==> config.mk <==
export PLATFORM = sky130hd
export DESIGN_NAME = fetch_unit
export DESIGN_NICKNAME = d
export VERILOG_FILES = /design/src/rtl/fetch_unit.sv
export SDC_FILE = /design/constraint.sdc
export NUM_CORES = 1
export LEC_CHECK = 0
export BUFFER_PORTS_ARGS = -buffer_cell sky130_fd_sc_hd__buf_2
export CELL_PAD_IN_SITES_DETAIL_PLACEMENT = 0
export CELL_PAD_IN_SITES_GLOBAL_PLACEMENT = 1
export CORE_ASPECT_RATIO = 0.9
export CORE_MARGIN = 4
export CORE_UTILIZATION = 38
export CTS_CLUSTER_DIAMETER = 150
export CTS_CLUSTER_SIZE = 8
export DETAILED_ROUTE_END_ITERATION = 16
export PLACE_DENSITY = 0.94
export SLEW_MARGIN = 10
export SYNTH_ARGS = -nofsm -noshare
export SYNTH_HDL_FRONTEND = slang
export SYNTH_SLANG_ARGS = --single-unit
==> constraint.sdc <==
create_clock -name clk -period 3.4 [get_ports clk]
set_input_delay 0.34 -clock clk [delete_from_list [all_inputs] [get_ports clk]]
set_output_delay 0.34 -clock clk [all_outputs]
set_load 0.01 [all_outputs]
==> src/rtl/fetch_unit.sv <==
// fetch_unit: PC register and instruction fetch stage feeding the control unit.
// Fetches one instruction per window over a req/ack handshake, holds it for an
// 8-cycle EXEC window, and commits the next PC on the window's last phase.
// Optional feature macro: FETCH_TIMEOUT_EN (fetch watchdog, sticky fetch_err).
module fetch_unit #(
    parameter int unsigned       ADDR_W   = 16,
    parameter logic [ADDR_W-1:0] RESET_PC = '0,
    parameter int unsigned       TIMEOUT  = 16
) (
    input  logic              clk,
    input  logic              rst_n,
    output logic              imem_req,
    output logic [ADDR_W-1:0] imem_addr,
    input  logic              imem_ack,
    input  logic [31:0]       imem_rdata,
    output logic [31:0]       instr,
    output logic [5:0]        opcode,
    output logic              instr_valid,
    output logic [2:0]        phase,
    output logic              stall,
    input  logic [2:0]        pc_sel,
    input  logic [ADDR_W-1:0] reg_target,
    input  logic              equ,
    input  logic              les,
    output logic [ADDR_W-1:0] pc,
    output logic              halted,
    output logic              fetch_err
);

    localparam logic [2:0] LAST_PHASE = 3'd7;
    localparam logic [5:0] OP_BEQ     = 6'd30;
    localparam logic [5:0] OP_BLT     = 6'd31;

    // Elaboration-time parameter sanity checks
    if (ADDR_W < 8 || ADDR_W > 26) begin : g_bad_addr_w
        $error("fetch_unit: ADDR_W must be in 8..26");
    end
    if (TIMEOUT == 0) begin : g_bad_timeout
        $error("fetch_unit: TIMEOUT must be non-zero");
    end

    typedef enum logic [1:0] {
        S_IDLE  = 2'd0,
        S_FETCH = 2'd1,
        S_EXEC  = 2'd2,
        S_HALT  = 2'd3
    } state_e;

    state_e            state_q, state_d;
    logic [ADDR_W-1:0] pc_q, pc_d;
    logic [31:0]       instr_q, instr_d;
    logic [2:0]        phase_q, phase_d;

    logic              commit_c;
    logic              halt_c;
    logic              taken_c;
    logic [ADDR_W-1:0] pc_inc_c;
    logic [ADDR_W-1:0] br_off_c;
    logic [ADDR_W-1:0] pc_next_c;

`ifdef FETCH_TIMEOUT_EN
    localparam int unsigned CNT_W = (TIMEOUT > 1) ? $clog2(TIMEOUT) : 1;

    logic [CNT_W-1:0] cnt_q, cnt_d;
    logic             to_q, to_d;
    logic             fetch_err_q, fetch_err_d;
    logic             timeout_c;

    // Watchdog expires on the TIMEOUT-th FETCH cycle without an ack
    assign timeout_c = (state_q == S_FETCH) && !imem_ack
                       && (cnt_q == CNT_W'(TIMEOUT - 1));

    // Watchdog counter, timed-out-window flag and sticky error flag
    always_comb begin
        cnt_d       = '0;
        to_d        = to_q;
        fetch_err_d = fetch_err_q;
        if (state_q == S_FETCH) begin
            cnt_d = cnt_q + CNT_W'(1);
            to_d  = 1'b0;
            if (timeout_c) begin
                to_d        = 1'b1;
                fetch_err_d = 1'b1;
            end
        end
    end

    // Watchdog registers
    always_ff @(posedge clk or negedge rst_n) begin
        if (!rst_n) begin
            cnt_q       <= '0;
            to_q        <= 1'b0;
            fetch_err_q <= 1'b0;
        end else begin
            cnt_q       <= cnt_d;
            to_q        <= to_d;
            fetch_err_q <= fetch_err_d;
        end
    end
`endif

    // Next-PC selection evaluated at commit
    always_comb begin
        commit_c = (state_q == S_EXEC) && (phase_q == LAST_PHASE);
        pc_inc_c = pc_q + ADDR_W'(1);
        br_off_c = ADDR_W'(32'($signed(instr_q[15:0])));
        taken_c  = ((instr_q[31:26] == OP_BEQ) && equ)
                || ((instr_q[31:26] == OP_BLT) && les);
        halt_c   = (pc_sel == 3'd4);
`ifdef FETCH_TIMEOUT_EN
        halt_c   = halt_c || to_q;
`endif
        pc_next_c = pc_inc_c;
        case (pc_sel)
            3'd0:    pc_next_c = instr_q[ADDR_W-1:0];
            3'd1:    pc_next_c = taken_c ? (pc_inc_c + br_off_c) : pc_inc_c;
            3'd2:    pc_next_c = reg_target;
            default: pc_next_c = pc_inc_c;
        endcase
        if (halt_c) begin
            pc_next_c = pc_q;
        end
    end

    // State register
    always_ff @(posedge clk or negedge rst_n) begin
        if (!rst_n) begin
            state_q <= S_IDLE;
        end else begin
            state_q <= state_d;
        end
    end

    // Next-state logic
    always_comb begin
        state_d = state_q;
        case (state_q)
            S_IDLE:  state_d = S_FETCH;
            S_FETCH: begin
                if (imem_ack) begin
                    state_d = S_EXEC;
                end
`ifdef FETCH_TIMEOUT_EN
                if (timeout_c) begin
                    state_d = S_EXEC;
                end
`endif
            end
            S_EXEC:  begin
                if (commit_c) begin
                    state_d = halt_c ? S_HALT : S_FETCH;
                end
            end
            S_HALT:  state_d = S_HALT;
            default: state_d = S_IDLE;
        endcase
    end

    // Datapath next values: instruction latch, phase counter, PC commit
    always_comb begin
        pc_d    = pc_q;
        instr_d = instr_q;
        phase_d = phase_q;
        case (state_q)
            S_FETCH: begin
                if (imem_ack) begin
                    instr_d = imem_rdata;
                    phase_d = '0;
                end
`ifdef FETCH_TIMEOUT_EN
                else if (timeout_c) begin
                    instr_d = '0;
                    phase_d = '0;
                end
`endif
            end
            S_EXEC: begin
                phase_d = phase_q + 3'd1;
                if (commit_c) begin
                    pc_d = pc_next_c;
                end
            end
            default: ;
        endcase
    end

    // Datapath registers
    always_ff @(posedge clk or negedge rst_n) begin
        if (!rst_n) begin
            pc_q    <= RESET_PC;
            instr_q <= '0;
            phase_q <= '0;
        end else begin
            pc_q    <= pc_d;
            instr_q <= instr_d;
            phase_q <= phase_d;
        end
    end

    // Outputs decoded from registers only
    always_comb begin
        imem_req    = (state_q == S_FETCH);
        imem_addr   = pc_q;
        pc          = pc_q;
        instr       = instr_q;
        opcode      = instr_q[31:26];
        phase       = phase_q;
        instr_valid = (state_q == S_EXEC) && (phase_q == 3'd0);
        stall       = (state_q != S_EXEC);
        halted      = (state_q == S_HALT);
`ifdef FETCH_TIMEOUT_EN
        fetch_err   = fetch_err_q;
`else
        fetch_err   = 1'b0;
`endif
    end

endmodule

**After elaboration in Yosys (flattened, before gate mapping)**

Index checks and enable logic that the tools add are counted.

- Register bits: 53
- Bits of input ports: 56
- Output and inout bits: 78
- Word-level logic and storage cells: 41

- Add/sub/neg operators: 3
- Equality and inequality tests: 12
- Multiplexer cells: 8
- Bitwise operators: 1
- Reduce and logical (&&, ||, !) cells: 13

Operators with widths:

| operator | number |
|---|---|
| $pmux W16 S3 | 1 |
| $add A16 B1 Y16 const B | 1 |
| $add A16 B16 Y16 | 1 |
| $mux W16 | 1 |
| $eq A6 B5 Y1 const B | 2 |
| $pmux W2 S4 | 1 |
| $eq A3 B3 Y1 const B | 2 |
| $logic_not A3 Y1 | 2 |
| $mux W2 | 3 |
| $pmux W3 S2 | 1 |
| $reduce_and A2 Y1 | 3 |
| $eq A2 B2 Y1 const B | 2 |
| $logic_and A1 B1 Y1 | 4 |
| $ne A2 B2 Y1 const B | 2 |
| $add A3 B1 Y3 const B | 1 |
| $eq A3 B1 Y1 const B | 1 |
| $eq A3 B2 Y1 const B | 1 |
| $mux W3 | 1 |
| $reduce_and A3 Y1 | 1 |
| $eq A2 B1 Y1 const B | 1 |
| $logic_not A2 Y1 | 1 |
| $ne A2 B1 Y1 const B | 1 |
| $reduce_bool A2 Y1 | 1 |
| $logic_or A1 B1 Y1 | 1 |
| $not A1 Y1 | 1 |

**Logic depth before layout (Yosys ltp)**

- Depth after elaboration: 5
- Depth in mapped cells: 15
- Mapped depth without buffers: 14

**Worst setup path after synthesis**

OpenSTA, ideal clock, no wires.

- Kind: register to register
- Start point: reg pc_q[0] (netlist: imem_addr[0])
- End point: reg pc_q[15] (netlist: imem_addr[15])
- Library setup time: 0.138 ns
- Arrival: 2.930 ns
- Required time: 3.262 ns
- Setup slack: 0.332 ns
- Stages on the path, launching flop included: 16
- Path buffers: 1
- Clock period less this slack: 3.068 ns
- Cells stage by stage: dfrtp_1 ha_1 nand2_1 nor2_1 nand2_1 nor2_1 xor2_1 ha_1 clkbuf_1 a21o_1 a21o_1 a21oi_1 o211ai_1 xor2_1 mux2i_1 o221ai_1

- Word-level cells in the longest chain between the ends: 4

Ends and longest elaborated chain:

| item | RTL line | source |
|---|---|---|
| start, declared | 50 | `logic [ADDR_W-1:0] pc_q, pc_d;` |
| start signal, assigned | 194 | `pc_q <= pc_d;` |
| $add A16 B1 Y16 * | 105 | `pc_inc_c = pc_q + ADDR_W'(1);` |
| $add A16 B16 Y16 | 116 | `3'd1: pc_next_c = taken_c ? (pc_inc_c + br_off_c) : pc_inc_c;` |
| $mux W16 | 116 |  |
| $pmux W16 S3 * | 114 | `case (pc_sel)` |

Every way passes the cells marked *; elsewhere a longest branch is shown, timed or not.
A chain may end at the register's enable or synchronous reset.

**Worst setup path in the final report**

- Start point: reg pc_q[1] (netlist: imem_addr[1])
- End point: reg pc_q[15] (netlist: imem_addr[15])

Same word-level chain as after synthesis.

==> out/results.ini <==
[grt]
antenna_found_initial=0
track_usage=0.189
grt_pass1_wl_mm=18.2
grt-busiest-layer=met2
met1_usage=0.267
overflow=0
grt_pass1_vias=3507
use_met3=0.0434
grt_max_degree=47
met2_usage=0.290

[floorplanning]
dieHeight_um=105
die_width_um=116
start_util=0.388
core_sq_um=10200
die_area_sq_um=12100
io_pins=134
rows=35

[power]
peakVddDrop_uv=401
p_per_area_nw_per_um2=839
p_leak_nw=2.27

[cells_and_area]
final_cell_mix=buf_2 (132), dfrtp_1 (49), mux2_2 (35), nand2_1 (30), nor2_1 (29)
area_delta_synth_final_pct=20.9
nNetsFinal=617
filler_cell_count=971
drive_gt1_frac=0.377
fin_area_sq_um=4790
final_common_cell=buf_2
fin_cells=670
antenna_cells=0

[logic_synthesis]
avgSynthCellArea_sq_um=9.10
yosys_most_used_dff=dfrtp_1
synth_edf_count=0
ys_warn_count=0
postSynth.asyncResetShare=1.00
ys_seq_elements=53
synth_cell_types=59
synth_nets=512
netlist_instances=435
syn_area_sq_um=3960
ys_seq_area_frac=0.335

[timing]
skew_ns=0.00586
timing.final.ws_setup_ns=0.250
worstMarginPinSlew_ns=1.03
rsz0062_at_grt=false
hold_violations=0
min_period_ns=3.15
period_share=0.926
drv_slew=0
fmax_mhz=317
setup_viol=0
relSlewSlack=0.316
tns_ns=0

[routing]
via_per_inst=5.44
drc=0
drt-total-wl_mm=11.6
wire_per_inst_um=17.3
firstDrtPassIters=4
drt_iter0_drc=192
vias=3643
drtAntennaViolNets=0

[clocking]
numCtsBuffers=5
ctsHoldBuffers=0
clock-sinks=53
htreeDepth=2
clockBufferDepth=2
cts_tree=done
clock_tree.root_cell=clkbuf_16
cts.reportedPaths.clkPinSlew_ns=0.07
clk_latency_ns=0.29

[hold_path]
hold_path_class=in -> async

[placement]
finalWeightedCongestion=0.906
dpl.hpwl_mm=9.07
place_worst_setup_slack_ns=0.155
place_inst=661
io_buffers=132
post_dp_cell_area_sq_um=4580

[worst_setup_path]
cp.required_ns=3.56
crit_slowest_cell=dfrtp_2
end_kind=register
cp_slowest_stage_delay_ns=0.42
path_cells=ha_2 > nand2_1 > nor3_2 > xor2_1 > ha_2 > and3_1 > a221o_1 > a21oi_1 > o211ai_1 > xor2_1 > mux2i_1 > o221ai_1
worstSetupStartpointType=register
arrival_ns=3.31
path_buf_inv=0
critPathMaxFanout=6
critical_path_class=reg -> reg
cp_top_family=compound AO/OA/AOI/OAI gates

[run_status]
status=finished, final reports clean

[job]
cap_violations=0

[path summary, 6_finish.rpt]
| kind | startpoint | endpoint | slack, ns | cells past startpoint |
|---|---|---|---|---|
| max | imem_addr[1] | imem_addr[15] | 0.25 | 12 |
| min | rst_n | instr[25] | 0.22 | 1 |
| min reg2reg | instr[20] | instr[20] | 0.50 | 1 |
| max in group asynchronous | rst_n | instr[11] | 2.45 | 2 |
| max reg2reg | imem_addr[1] | imem_addr[15] | 0.25 | 12 |
| min in group clk | imem_rdata[3] | instr[3] | 0.27 | 2 |
[final cells by class]
class	count	area, sq um	share of cell area
clock buffers	6	129	0.0269
clock inverters	2	15.0	0.00314
inverters	9	33.8	0.00706
multi-input cells	331	2390	0.500
flip-flops and latches	53	1330	0.278
well taps	129	161	0.0337
repair buffers	140	721	0.151
[synthesized netlist by cell type, drive strengths merged (4+ instances only)]
cell type  count  area [sq um]
dfrtp         53          1330
mux2          35           394
nor2          33           131
buf           30           210
nand2         30           113
o21ai         30           154
a21oi         28           140
ha            20           250
xor2          17           156
nand3         16          85.1
nor2b         13          81.3
clkbuf        12          45.0
o22ai         12          75.1
a21o          11          82.6
xnor2         10          87.6
inv            9          33.8
a221oi         8          76.3
nor3           7          35.0
nand2b         6          37.5
a211oi         5          37.5
a31oi          4          25.0
and3           4          26.3
nand4          4          31.3
o21a           4          30.0
o31ai          4          30.0
[flip-flops by register name, indices dropped and copies added, names as in the netlist]
register	cells
phase	3
instr	32
imem_addr	16
state_q	2
[logic make-up (layout without fill, tap and decap cells)]
| kind of cell | count (synthesis) | after routing | synth area share |
|---|---|---|---|
| XOR/XNOR | 27 | 27 | 0.0616 |
| AND/OR/NAND/NOR | 124 | 124 | 0.159 |
| other | 1 | 1 | 0.000948 |
| buffers and inverters | 51 | 157 | 0.0730 |
| AO/OA/AOI/OAI | 120 | 120 | 0.195 |
| flip-flops | 53 | 53 | 0.335 |
| adder cells (fa/ha/maj) | 21 | 21 | 0.0683 |
| multiplexers | 38 | 38 | 0.107 |
[worst reg2reg max path, delay by kind of cell (launching register included)]
kind	cells	cell delay [ns]
flops	1	0.42
xor+xnor	2	0.45
simple gates	3	0.51
mux	1	0.22
compound gates	4	0.82
fa+ha+maj	2	0.61
[what timing repair did]
item                       4_1_cts  5_1_grt
gates resized for setup          0       16
setup endpoints to repair        0        4
setup buffers                    0        1
[power breakdown]
group / switching (mW) / internal (mW)
combinational: 1.20 / 1.04
sequential: 0.341 / 0.903
clock: 0.249 / 0.274
[per-layer routing]
layer  vias up  part of all wire
met4         0            0.0069
met1      1735              0.47
met5         -                 0
met2       137              0.45
li1       1765                 -
met3         6             0.076
[through the flow]
step,utilization,total power [mW],hold slack (ns)
after floorplan,-,2.77,0.0444
after global placement,0.449,3.42,0.484
after detailed placement,0.449,3.45,0.489
after CTS,0.463,3.99,0.262
after global routing,0.469,4.33,0.267
final,0.469,4.01,0.219
Note: power is estimated with default switching activity, not from simulation.
